**src/rtl/range_pkg.sv**
```systemverilog
// Shared types and default widths for the range stream generator.
package range_pkg;

    localparam int DEF_WIDTH = 10;
    localparam int DEF_LENW  = 8;

    typedef enum logic [1:0] {IDLE, RUN, DONE} state_t;
    typedef enum logic {DIR_UP, DIR_DOWN} dir_t;

endpackage

```
**src/rtl/ramp_step.sv**
```systemverilog
// Combinational triangle-ramp step: turns at hi and lo, never wraps.
module ramp_step
    import range_pkg::*;
#(
    parameter int WIDTH = DEF_WIDTH
) (
    input  logic [WIDTH-1:0] i_value,
    input  dir_t             i_dir,
    input  logic [WIDTH-1:0] i_lo,
    input  logic [WIDTH-1:0] i_hi,
    input  logic [WIDTH-1:0] i_step,
    output logic [WIDTH-1:0] o_nextValue,
    output dir_t             o_nextDir
);

    // One extra bit so the bound tests cannot be fooled by overflow.
    logic [WIDTH:0] w_upSum;
    logic [WIDTH:0] w_downLimit;

    assign w_upSum     = {1'b0, i_value} + {1'b0, i_step};
    assign w_downLimit = {1'b0, i_lo} + {1'b0, i_step};

    always_comb begin
        o_nextValue = i_value;
        o_nextDir   = i_dir;
        if (i_dir == DIR_UP) begin
            if (w_upSum >= {1'b0, i_hi}) begin
                o_nextValue = i_hi;
                o_nextDir   = DIR_DOWN;
            end else begin
                o_nextValue = w_upSum[WIDTH-1:0];
            end
        end else begin
            if ({1'b0, i_value} <= w_downLimit) begin
                o_nextValue = i_lo;
                o_nextDir   = DIR_UP;
            end else begin
                o_nextValue = i_value - i_step;
            end
        end
    end

endmodule

```
**src/rtl/range_stream_gen.sv**
```systemverilog
// Emits one bounded triangle-ramp stream per accepted start, then reports
// the spread (max - min) of the words it produced.
module range_stream_gen
    import range_pkg::*;
#(
    parameter int WIDTH = DEF_WIDTH,
    parameter int LENW  = DEF_LENW
) (
    input  logic             clock,
    input  logic             reset,
    input  logic             start,
    input  logic [WIDTH-1:0] lo,
    input  logic [WIDTH-1:0] hi,
    input  logic [WIDTH-1:0] step,
    input  logic [LENW-1:0]  len,
    output logic [WIDTH-1:0] data_out,
    output logic             go,
    output logic             finish,
    output logic             busy,
    output logic             done,
    output logic [WIDTH-1:0] exp_range,
    output logic             cfg_error
);

    state_t           r_state;
    logic [WIDTH-1:0] r_lo, r_hi, r_step;
    logic [LENW-1:0]  r_len, r_cnt;
    dir_t             r_dir;
    logic [WIDTH-1:0] r_min, r_max;
    logic [WIDTH-1:0] r_data, r_expRange;
    logic             r_go, r_finish, r_busy, r_done, r_cfgError;

    state_t           w_state;
    logic [WIDTH-1:0] w_lo, w_hi, w_step;
    logic [LENW-1:0]  w_len, w_cnt;
    dir_t             w_dir;
    logic [WIDTH-1:0] w_min, w_max;
    logic [WIDTH-1:0] w_data, w_expRange;
    logic             w_go, w_finish, w_busy, w_done, w_cfgError;

    logic [WIDTH-1:0] w_rampValue;
    dir_t             w_rampDir;
    logic [LENW-1:0]  w_lastIdx;
    logic             w_cfgBad;
    logic             w_isLast;

    ramp_step #(.WIDTH(WIDTH)) u_ramp (
        .i_value     (r_data),
        .i_dir       (r_dir),
        .i_lo        (r_lo),
        .i_hi        (r_hi),
        .i_step      (r_step),
        .o_nextValue (w_rampValue),
        .o_nextDir   (w_rampDir)
    );

    assign w_cfgBad  = (lo > hi) || (step == '0) || (len < LENW'(2));
    assign w_lastIdx = r_len - LENW'(1);
    assign w_isLast  = (r_cnt == w_lastIdx);

    // Outputs are computed one cycle early here and registered below.
    always_comb begin
        w_state    = r_state;
        w_lo       = r_lo;
        w_hi       = r_hi;
        w_step     = r_step;
        w_len      = r_len;
        w_cnt      = r_cnt;
        w_dir      = r_dir;
        w_min      = r_min;
        w_max      = r_max;
        w_data     = '0;
        w_go       = 1'b0;
        w_finish   = 1'b0;
        w_busy     = 1'b0;
        w_done     = 1'b0;
        w_cfgError = 1'b0;
        w_expRange = r_expRange;
        case (r_state)
            IDLE: begin
                if (start) begin
                    if (w_cfgBad) begin
                        w_cfgError = 1'b1;
                    end else begin
                        w_state = RUN;
                        w_lo    = lo;
                        w_hi    = hi;
                        w_step  = step;
                        w_len   = len;
                        w_cnt   = '0;
                        w_dir   = DIR_UP;
                        w_min   = lo;
                        w_max   = lo;
                        w_data  = lo;
                        w_go    = 1'b1;
                        w_busy  = 1'b1;
                    end
                end
            end
            RUN: begin
                if (w_isLast) begin
                    w_state    = DONE;
                    w_done     = 1'b1;
                    w_expRange = r_max - r_min;
                end else begin
                    w_cnt    = r_cnt + LENW'(1);
                    w_data   = w_rampValue;
                    w_dir    = w_rampDir;
                    w_busy   = 1'b1;
                    w_finish = (w_cnt == w_lastIdx);
                    if (w_rampValue < r_min) w_min = w_rampValue;
                    if (w_rampValue > r_max) w_max = w_rampValue;
                end
            end
            DONE: begin
                w_state = IDLE;
            end
            default: begin
                w_state = IDLE;
            end
        endcase
    end

    always_ff @(posedge clock or posedge reset) begin
        if (reset) begin
            r_state    <= IDLE;
            r_lo       <= '0;
            r_hi       <= '0;
            r_step     <= '0;
            r_len      <= '0;
            r_cnt      <= '0;
            r_dir      <= DIR_UP;
            r_min      <= '0;
            r_max      <= '0;
            r_data     <= '0;
            r_go       <= 1'b0;
            r_finish   <= 1'b0;
            r_busy     <= 1'b0;
            r_done     <= 1'b0;
            r_cfgError <= 1'b0;
            r_expRange <= '0;
        end else begin
            r_state    <= w_state;
            r_lo       <= w_lo;
            r_hi       <= w_hi;
            r_step     <= w_step;
            r_len      <= w_len;
            r_cnt      <= w_cnt;
            r_dir      <= w_dir;
            r_min      <= w_min;
            r_max      <= w_max;
            r_data     <= w_data;
            r_go       <= w_go;
            r_finish   <= w_finish;
            r_busy     <= w_busy;
            r_done     <= w_done;
            r_cfgError <= w_cfgError;
            r_expRange <= w_expRange;
        end
    end

    assign data_out  = r_data;
    assign go        = r_go;
    assign finish    = r_finish;
    assign busy      = r_busy;
    assign done      = r_done;
    assign cfg_error = r_cfgError;
    assign exp_range = r_expRange;

endmodule

```
**config.mk**
```make
export PLATFORM = sky130hd
export DESIGN_NAME = range_stream_gen
export DESIGN_NICKNAME = d
export VERILOG_FILES = /design/src/rtl/range_pkg.sv /design/src/rtl/ramp_step.sv /design/src/rtl/range_stream_gen.sv
export SDC_FILE = /design/constraint.sdc
export NUM_CORES = 1
export LEC_CHECK = 0
export BUFFER_PORTS_ARGS = -buffer_cell sky130_fd_sc_hd__buf_2
export CAP_MARGIN = 20
export CORE_MARGIN = 4
export CORE_UTILIZATION = 55
export CTS_BUF_LIST = sky130_fd_sc_hd__clkbuf_8
export CTS_CLUSTER_DIAMETER = 50
export DETAILED_ROUTE_END_ITERATION = 12
export GPL_TIMING_DRIVEN = 1
export PLACE_DENSITY_LB_ADDON = 0.12
export SLEW_MARGIN = 15
export SYNTH_ARGS = -nofsm -noshare
export SYNTH_HDL_FRONTEND = slang
export SYNTH_SLANG_ARGS = --single-unit
```
**constraint.sdc**
```tcl
create_clock -name clock -period 10.9 [get_ports clock]
set_input_delay 3.27 -clock clock [delete_from_list [all_inputs] [get_ports clock]]
set_output_delay 3.27 -clock clock [all_outputs]
set_load 0.1 [all_outputs]
```
==> results.cfg, run 1 <==
[detailed_routing]
first_iter_violations = 482
met2_wirelength_um = 8550
post_drt_wl_per_cell_um = 18.0
met3RoutedLength_um = 714
dr_total_vias = 5805
wirelength_met1_um = 8410
drt-pass1-iter-count = 5
drt_wl_total_um = 18100
top_layer = met4
dr_drc_count = 0
ant_nets = 0
detail_routed_via_count_per_cell = 5.77

[final_layout]
fillerInstances = 1134
design_area_sq_um = 7900
seq_area_sq_um = 2350
layout-area-overhead-vs-synth_pct = 9.63
layout.cells.non_filler = 1006
post-route-util_pct = 62.1
num_antenna_cells = 0
final_nets = 963
drive_above_1_share_pct = 15.3
multi_input_comb_area_sq_um = 4430

[worst_setup_path]
critPathLaunchType = register
reg2reg_depth = 24
critPathSlowestCell = sky130_fd_sc_hd__a21oi_2
critical_path_arrival_ns = 7.14
critical-path-top-cell-by-count = sky130_fd_sc_hd__a21oi_1
required_time_reported_for_the_critical_path_endpoint_ns = 11.16
cp.depth = 24
timing.critical_path.to_type = register
critical_path_class = register to register
timing.critical_path.cells = ha_1 > a21o_1 > a21oi_1 > o21bai_1 > a21oi_1 > o21ai_0 > a21oi_1 > mux2i_1 > a2111oi_0 > ha_1 > nand3_1 > nor3_1 > or4_1 > a21oi_2 > mux2i_1 > mux2i_1 > ha_1 > nor2b_1 > o21ai_0 > a21oi_1 > o21a_1 > o21ai_0 > a31o_1 > mux2_1
crit_family = compound AO/OA/AOI/OAI gates
timing.critical_path.buf_inv = 0
timing.critical_path.slowest_cell_delay_ns = 0.70
cp_max_fo = 13

[global_routing]
grt_max_degree = 76
antenna_found_initial = 0
first_global_vias = 5881
grt_usage_pct = 25.2
grt_pass1_wl_um = 29300
grt_overflow_total = 0

[logic_synthesis]
yosys-top-cells-area = sky130_fd_sc_hd__dfrtp_1 33%, sky130_fd_sc_hd__ha_1 15%, sky130_fd_sc_hd__inv_1 4.6%
synth_commonest_cells = 94 x sky130_fd_sc_hd__dfrtp_1, 89 x sky130_fd_sc_hd__ha_1, 88 x sky130_fd_sc_hd__inv_1, 64 x sky130_fd_sc_hd__nand2_1, 63 x sky130_fd_sc_hd__o21ai_0
synth_seq_area_share_pct = 32.6
syn_avg_cell_area_sq_um = 9.30
synthFlopType = sky130_fd_sc_hd__dfrtp_1
synth.net_count = 909
synth_most_common_cell = sky130_fd_sc_hd__dfrtp_1
netlist.area_leader.share_pct = 32.6
synth-edff-count = 0
syn-instance-count = 775
async_flop_share_pct = 100
synth_top_cell_by_area = sky130_fd_sc_hd__dfrtp_1
post_synth_instance_area_sq_um = 7210
netlist-cell-type-count = 64
ys_seq_elements = 94
yosys_warnings = 0

[floorplan]
io-pin-count = 66
rows = 41
floorplan.initialDensity_pct = 56.7
die-width_um = 122
die_outline_area_sq_um = 15000
die_height_um = 122
core_region_area_sq_um = 12700

[placed_design]
hpwlAfterDp_um = 14300
placement.cell_area_sq_um = 7680
gp_congestion = 0.919
port-buffer-count = 65
placed_cells = 990

[clock_tree]
clkSlewWorstSetupHoldPaths_ns = 0.10
cts_max_level = 3
numClockSinks = 94
post_cts_resize_count = 0
clkLatencyLatePin_ns = 0.39
post-cts-setup-buffer-count = 0
cts_root_buf = sky130_fd_sc_hd__clkbuf_8
clk_path_buf_depth = 2
cts_hold_repair.buffers = 0
numCtsBuffers = 9
tritoncts = built

[timing]
worst_clk_skew_ns = 0.0158
post-route-min-period_ns = 6.88
rsz0062_at_grt = no
timing.final.max_slew_violations = 0
hold_viol_final = 0
setup_violations = 0
setup_total_negative_slack_ns = 0
timing.slew.headroom_pct = 37.3
worst_pin_slew_ns = 0.941
achievable-frequency_ghz = 0.145
timing.final.crit_share_pct = 63.1

[hold_path]
worstHoldPathType = register to register
hold-path-cell-count = 2

[flow_run]
max_cap_violations = 0

[status]
outcome = finished clean
worst paths after layout:
| check | start | endpoint | slack (ns) |
|---|---|---|---|
| max | r_lo[1] | r_min[5] | 4.02 |
| min | exp_range[3] | exp_range[3] | 0.49 |
| max reg2reg | r_lo[1] | r_min[5] | 4.02 |
| min reg2reg | exp_range[3] | exp_range[3] | 0.49 |
| max in group asynchronous | reset | r_step[3] | 6.89 |
| min in group asynchronous | reset | r_cnt[4] | 2.81 |
metrics by stage:
step	setup WS, ns	hold WS [ns]
3_5_place_dp	4.17	0.469
2_1_floorplan	5.18	0.458
4_1_cts	4.12	0.492
3_3_place_gp	3.97	0.459
6_report	4.02	0.487
5_1_grt	3.58	0.513
sequential cells by signal, summed over array words and instances (netlist names):
signal	flops
busy	1
cfg_error	1
r_state	2
data_out	10
exp_range	10
r_hi	10
go	1
r_cnt	8
r_max	10
r_min	10
r_dir	1
r_step	10
finish	1
r_lo	10
done	1
r_len	8
placed cells by master (no fill, tap or decap), drive strengths merged, types with 12 or more instances in the layout:
| master | count |
|---|---|
| ha | 89 |
| o21ai | 65 |
| buf | 68 |
| nand4 | 12 |
| xnor2 | 31 |
| nand3 | 21 |
| mux2i | 21 |
| nor3 | 12 |
| nand2 | 64 |
| inv | 89 |
| xor2 | 18 |
| a21oi | 34 |
| a21o | 17 |
| nor2 | 28 |
| dfrtp | 94 |
| mux2 | 42 |
cell families (layout without fill, tap and decap cells):
group | Yosys count | in the layout | share of synthesized area [%]
AO/OA/AOI/OAI | 177 | 177 | 15.8
XOR/XNOR | 49 | 49 | 5.95
adder cells (fa/ha/maj) | 93 | 93 | 16.6
buffers and inverters | 113 | 172 | 6.08
flip-flops | 94 | 94 | 32.6
multiplexers | 63 | 63 | 10.0
AND/OR/NAND/NOR | 186 | 186 | 12.9
worst register-to-register path: stages (launching register included):
cell                        delay [ns]
sky130_fd_sc_hd__dfrtp_1          0.41
sky130_fd_sc_hd__ha_1             0.30
sky130_fd_sc_hd__a21o_1           0.18
sky130_fd_sc_hd__a21oi_1          0.23
sky130_fd_sc_hd__o21bai_1         0.11
sky130_fd_sc_hd__a21oi_1          0.24
sky130_fd_sc_hd__o21ai_0          0.14
sky130_fd_sc_hd__a21oi_1          0.29
sky130_fd_sc_hd__mux2i_1          0.12
sky130_fd_sc_hd__a2111oi_0        0.44
sky130_fd_sc_hd__ha_1             0.33
sky130_fd_sc_hd__nand3_1          0.11
sky130_fd_sc_hd__nor3_1           0.06
sky130_fd_sc_hd__or4_1            0.48
sky130_fd_sc_hd__a21oi_2          0.70
sky130_fd_sc_hd__mux2i_1          0.20
sky130_fd_sc_hd__mux2i_1          0.47
sky130_fd_sc_hd__ha_1             0.35
sky130_fd_sc_hd__nor2b_1          0.13
sky130_fd_sc_hd__o21ai_0          0.18
sky130_fd_sc_hd__a21oi_1          0.09
sky130_fd_sc_hd__o21a_1           0.17
sky130_fd_sc_hd__o21ai_0          0.14
sky130_fd_sc_hd__a31o_1           0.48
sky130_fd_sc_hd__mux2_1           0.37
final cells by class:
type	instances	share of cell area [%]
clock buffer	10	1.74
clock inverter	6	1.09
inverter	88	4.21
multi-input combinational	568	56.1
sequential	94	29.8
tap	172	2.72
timing repair buffer	68	4.37
layer usage:
layer / global-route usage, % / vias to the layer above
met5: 0 / -
met4: 8.82 / 0
met3: 3.46 / 30
met2: 42.3 / 149
met1: 33.6 / 2780
li1: - / 2846
Power of run 1 is not shown: default switching activity piles up to over one toggle a cycle in this logic, so the estimate is an artifact.
==> inputs of run 2 (changes only) <==
- clock period: 10.9 -> 6.6 ns (I/O delays scaled with it)
==> run 2 against run 1 <==
Global-route usage up 0.80 points. Fmax up 11%. Register-to-register slack worse by 3.6 ns. Critical path type unchanged. Wire length up 1.4%. Sequential cell count unchanged. Clock-buffer cell count down 1. Hold slack worse by 0.0013 ns. Via count about the same. Die area unchanged. Design area up 0.21%.
==> results.cfg, run 2 (synthesized netlist as in run 1, its figures left out) <==
[floorplan]
die-width_um = 122
rows = 41
floorplan.initialDensity_pct = 56.7
die_height_um = 122
core_region_area_sq_um = 12700
die_outline_area_sq_um = 15000
io-pin-count = 66

[worst_setup_path]
critPathLaunchType = register
timing.critical_path.buf_inv = 1
critPathSlowestCell = sky130_fd_sc_hd__or4_1
timing.critical_path.slowest_cell_delay_ns = 0.52
crit_family = compound AO/OA/AOI/OAI gates
required_time_reported_for_the_critical_path_endpoint_ns = 6.86
critical_path_arrival_ns = 6.43
critical-path-top-cell-by-count = sky130_fd_sc_hd__a21oi_1
critical_path_class = register to register
cp_max_fo = 10
timing.critical_path.to_type = register

[placed_design]
port-buffer-count = 65
gp_congestion = 0.904
hpwlAfterDp_um = 14800

[final_layout]
layout-area-overhead-vs-synth_pct = 9.86
seq_area_sq_um = 2350
multi_input_comb_area_sq_um = 4430
drive_above_1_share_pct = 15.8
final_nets = 968
num_antenna_cells = 0
mostFrequentLayoutCells = 94 x sky130_fd_sc_hd__dfrtp_1, 89 x sky130_fd_sc_hd__ha_1, 88 x sky130_fd_sc_hd__inv_1, 66 x sky130_fd_sc_hd__buf_2, 64 x sky130_fd_sc_hd__nand2_1
layout_commonest_cell = sky130_fd_sc_hd__dfrtp_1
fillerInstances = 1136

[hold_path]
worstHoldPathType = register to register

[clock_tree]
numCtsBuffers = 9
clkSlewWorstSetupHoldPaths_ns = 0.10
post-cts-setup-buffer-count = 0
numClockSinks = 94
clkLatencyLatePin_ns = 0.38
clk_path_buf_depth = 2
cts_max_level = 3
cts_hold_repair.buffers = 0
tritoncts = built
cts_root_buf = sky130_fd_sc_hd__clkbuf_8

[global_routing]
first_global_vias = 5994
antenna_found_initial = 0
grt_overflow_total = 0
grt_usage_pct = 26.0
grt_pass1_wl_um = 30100
grt_max_degree = 61

[timing]
hold_viol_final = 0
post-route-min-period_ns = 6.18
setup_violations = 0
worst_clk_skew_ns = 0.0209
timing.final.max_slew_violations = 0
rsz0062_at_grt = no
worst_pin_slew_ns = 0.857
setup_total_negative_slack_ns = 0
timing.slew.headroom_pct = 42.8
achievable-frequency_ghz = 0.162
timing.final.crit_share_pct = 93.6

[detailed_routing]
wirelength_met1_um = 8410
met2_wirelength_um = 8540
drt_wl_total_um = 18400
dr_total_vias = 5806
detail_routed_via_count_per_cell = 5.75
ant_nets = 0
top_layer = met4
met3RoutedLength_um = 916
dr_drc_count = 0
post_drt_wl_per_cell_um = 18.2
drt-pass1-iter-count = 5
first_iter_violations = 337

[flow_run]
max_cap_violations = 0

[status]
outcome = finished clean
-- run 2: worst paths after layout --
path	from	to	slack (ns)	cells past startpoint
max in group asynchronous	reset	r_step[5]	3.88	3
min in group asynchronous	reset	cfg_error	1.60	2
worst min-delay path	exp_range[1]	exp_range[1]	0.49	2
worst min register to register	exp_range[1]	exp_range[1]	0.49	2
worst max register to register	r_lo[1]	r_max[0]	0.42	26
worst max-delay path	r_lo[1]	r_max[0]	0.42	26
-- run 2: routing by layer --
layer,vias up,global-route usage (%)
met1,2747,34.8
met2,183,42.8
met5,-,0
met4,0,10.1
li1,2842,-
met3,34,3.78
-- run 2: through the flow --
stage / std cells / utilization, % / cell area, sq um / hold WS (ns) / worst slack (ns)
final: 1010 / 62.2 / 7920 / 0.486 / 0.424
after global routing: 1010 / 62.2 / 7920 / 0.518 / 0.00136
after CTS: 1009 / 62.1 / 7910 / 0.493 / 0.298
after detailed placement: 994 / 60.6 / 7700 / 0.471 / 0.339
after global placement: 994 / 60.6 / 7700 / 0.459 / 0.504
after floorplan: 775 / - / 7210 / 0.458 / 1.01
-- run 2: repair_timing --
item / in CTS / in global routing
endpoints found under the hold margin: 0 / 0
setup endpoints to repair: 0 / 20
gates resized for setup: 0 / 2
-- run 2: final cells by class --
cell class                 count  area share, %
sequential                    94           29.7
timing repair buffer          73           4.83
inverter                      88           4.20
clock buffer                   9           1.56
tap                          172           2.72
clock inverter                 6          0.995
multi-input combinational    568           56.0
-- run 2: worst reg2reg max path: cells and delay by family, from the launching register on --
kind	cells	cell delay [ns]
adder cells (fa/ha/maj)	3	0.92
AO/OA/AOI/OAI	13	2.91
buffers and inverters	1	0.23
multiplexers	2	0.48
AND/OR/NAND/NOR	7	1.08
flip-flops	1	0.41
Power of run 2 is left out for the same reason.
==> inputs of run 3 (changes only) <==
- MAX_ROUTING_LAYER: not set -> met4
==> run 3 against run 2 <==
Clock-buffer cell count stayed put. Largest cell class unchanged. Register-to-register slack better by 0.07 ns. Hold slack worse by 0.0014 ns.
==> results.cfg, run 3 (synthesized netlist as in run 1, its figures left out) <==
[final_layout]
layout-area-overhead-vs-synth_pct = 10.4
drive_above_1_share_pct = 15.7
layout_commonest_cell = sky130_fd_sc_hd__dfrtp_1
num_antenna_cells = 0
fillerInstances = 1141
mostFrequentLayoutCells = 94 x sky130_fd_sc_hd__dfrtp_1, 90 x sky130_fd_sc_hd__inv_1, 89 x sky130_fd_sc_hd__ha_1, 65 x sky130_fd_sc_hd__buf_2, 64 x sky130_fd_sc_hd__nand2_1
final_nets = 969

[detailed_routing]
drt_wl_total_um = 18200
dr_total_vias = 5859
detail_routed_via_count_per_cell = 5.79
ant_nets = 0
dr_drc_count = 0
post_drt_wl_per_cell_um = 18.0
first_iter_violations = 319
drt-pass1-iter-count = 5

[worst_setup_path]
critPathLaunchType = register
timing.critical_path.buf_inv = 0
crit-reg2reg-launch = r_lo[1]
critPathSlowestCell = sky130_fd_sc_hd__or4_1
required_time_reported_for_the_critical_path_endpoint_ns = 6.85
crit_family = compound AO/OA/AOI/OAI gates
critical_path_arrival_ns = 6.36
timing.critical_path.slowest_cell_delay_ns = 0.51
timing.critical_path.to_type = register
critical_path_class = register to register
critical-path-top-cell-by-count = sky130_fd_sc_hd__a21oi_1
ff2ff_setup_slack_ns = 0.49
reg2reg_depth = 25
cp_max_fo = 10
worstReg2RegEnd = r_min[2]

[hold_path]
worstHoldPathType = register to register
hold-path-cell-count = 1
min_delay_worst_endpoint = exp_range[9]
hold_path.startpoint = exp_range[9]

[clock_tree]
clkSlewWorstSetupHoldPaths_ns = 0.10
cts_root_buf = sky130_fd_sc_hd__clkbuf_8
numClockSinks = 94
cts_max_level = 3
post-cts-setup-buffer-count = 0
numCtsBuffers = 9
clk_path_buf_depth = 2
tritoncts = built
clkLatencyLatePin_ns = 0.38

[placed_design]
hpwlAfterDp_um = 14600
gp_congestion = 0.923
port-buffer-count = 65

[global_routing]
first_global_vias = 5851
grt_usage_pct = 26.2
grt_overflow_total = 0
antenna_found_initial = 0
grt_pass1_wl_um = 29500
grt_max_degree = 61

[timing]
hold_viol_final = 0
setup_total_negative_slack_ns = 0
worst_clk_skew_ns = 0.0170
timing.final.max_slew_violations = 0
worst_pin_slew_ns = 1.06
rsz0062_at_grt = no
setup_violations = 0
timing.slew.headroom_pct = 28.5
timing.final.crit_share_pct = 92.6
achievable-frequency_ghz = 0.164
post-route-min-period_ns = 6.11

[floorplan]
die-width_um = 122
io-pin-count = 66
die_height_um = 122
rows = 41
floorplan.initialDensity_pct = 56.7
core_region_area_sq_um = 12700
die_outline_area_sq_um = 15000

[status]
outcome = finished clean

[flow_run]
max_cap_violations = 0
[run 3: changes by cell type in the layout (fill, tap and decap cells not counted), sizes merged]
cell    change
buf         +1
bufinv      +1
clkinv      -2
inv         +2
[run 3: area by class of cell]
cell class              count  area, sq um  area share (%)
multi-input cells         568         4430            55.7
flip-flops and latches     94         2350            29.6
repair buffers             74          393            4.94
inverters                  88          333            4.18
well taps                 172          215            2.70
clock buffers               9          124            1.56
clock inverters             7          106            1.34
[run 3: worst reg2reg max path, cell delays in order, from the launching register on]
cell                        delay, ns
sky130_fd_sc_hd__dfrtp_1         0.41
sky130_fd_sc_hd__ha_1            0.29
sky130_fd_sc_hd__a21o_1          0.18
sky130_fd_sc_hd__a21oi_1         0.21
sky130_fd_sc_hd__o21bai_1        0.09
sky130_fd_sc_hd__a21oi_1         0.22
sky130_fd_sc_hd__o21ai_0         0.14
sky130_fd_sc_hd__a21oi_1         0.27
sky130_fd_sc_hd__mux2i_1         0.12
sky130_fd_sc_hd__a2111oi_1       0.41
sky130_fd_sc_hd__ha_1            0.32
sky130_fd_sc_hd__nand3_1         0.10
sky130_fd_sc_hd__nor3_1          0.05
sky130_fd_sc_hd__or4_1           0.51
sky130_fd_sc_hd__a21oi_4         0.39
sky130_fd_sc_hd__mux2i_1         0.16
sky130_fd_sc_hd__mux2i_1         0.31
sky130_fd_sc_hd__ha_1            0.32
sky130_fd_sc_hd__a21oi_1         0.15
sky130_fd_sc_hd__nor2b_1         0.06
sky130_fd_sc_hd__o21ai_0         0.16
sky130_fd_sc_hd__a21oi_1         0.08
sky130_fd_sc_hd__o21a_1          0.16
sky130_fd_sc_hd__o21ai_0         0.15
sky130_fd_sc_hd__a31o_2          0.35
sky130_fd_sc_hd__mux2_1          0.36
[run 3: worst max-delay path by stage]
| stage | start | endpoint | cells after the start |
|---|---|---|---|
| 2_1_floorplan | data_out[4] | r_min[0] | 25 |
| 3_5_place_dp | r_step[1] | r_min[2] | 25 |
| 6_report | r_lo[1] | r_min[2] | 25 |
| 5_1_grt | r_lo[1] | r_min[2] | 25 |
| 3_3_place_gp | r_lo[1] | r_min[8] | 25 |
| 4_1_cts | r_lo[1] | r_min[4] | 25 |
[run 3: what timing repair did]
item | 4_1_cts | 5_1_grt
hold endpoints to repair | 0 | 0
endpoints found under the setup margin | 0 | 20
resized for setup | 0 | 3
hold buffers | 0 | 0
[run 3: metal layers]
metal | vias up | share of wire [%] | track usage, %
met4 | 0 | 3.4 | 11.6
met2 | 192 | 46 | 40.4
met5 | - | 0 | -
li1 | 2855 | - | -
met1 | 2778 | 46 | 35.1
met3 | 34 | 4.6 | 3.09
[run 3: per-stage QoR]
stage | util [%] | worst slack, ns | hold slack [ns] | instances | instance area (sq um)
3_3_place_gp | 60.7 | 0.455 | 0.460 | 996 | 7720
2_1_floorplan | - | 1.01 | 0.458 | 775 | 7210
6_report | 62.5 | 0.491 | 0.484 | 1012 | 7960
4_1_cts | 62.5 | 0.175 | 0.489 | 1012 | 7950
3_5_place_dp | 60.7 | 0.208 | 0.465 | 996 | 7720
5_1_grt | 62.5 | 0.0547 | 0.513 | 1012 | 7960
Power of run 3 is left out for the same reason.
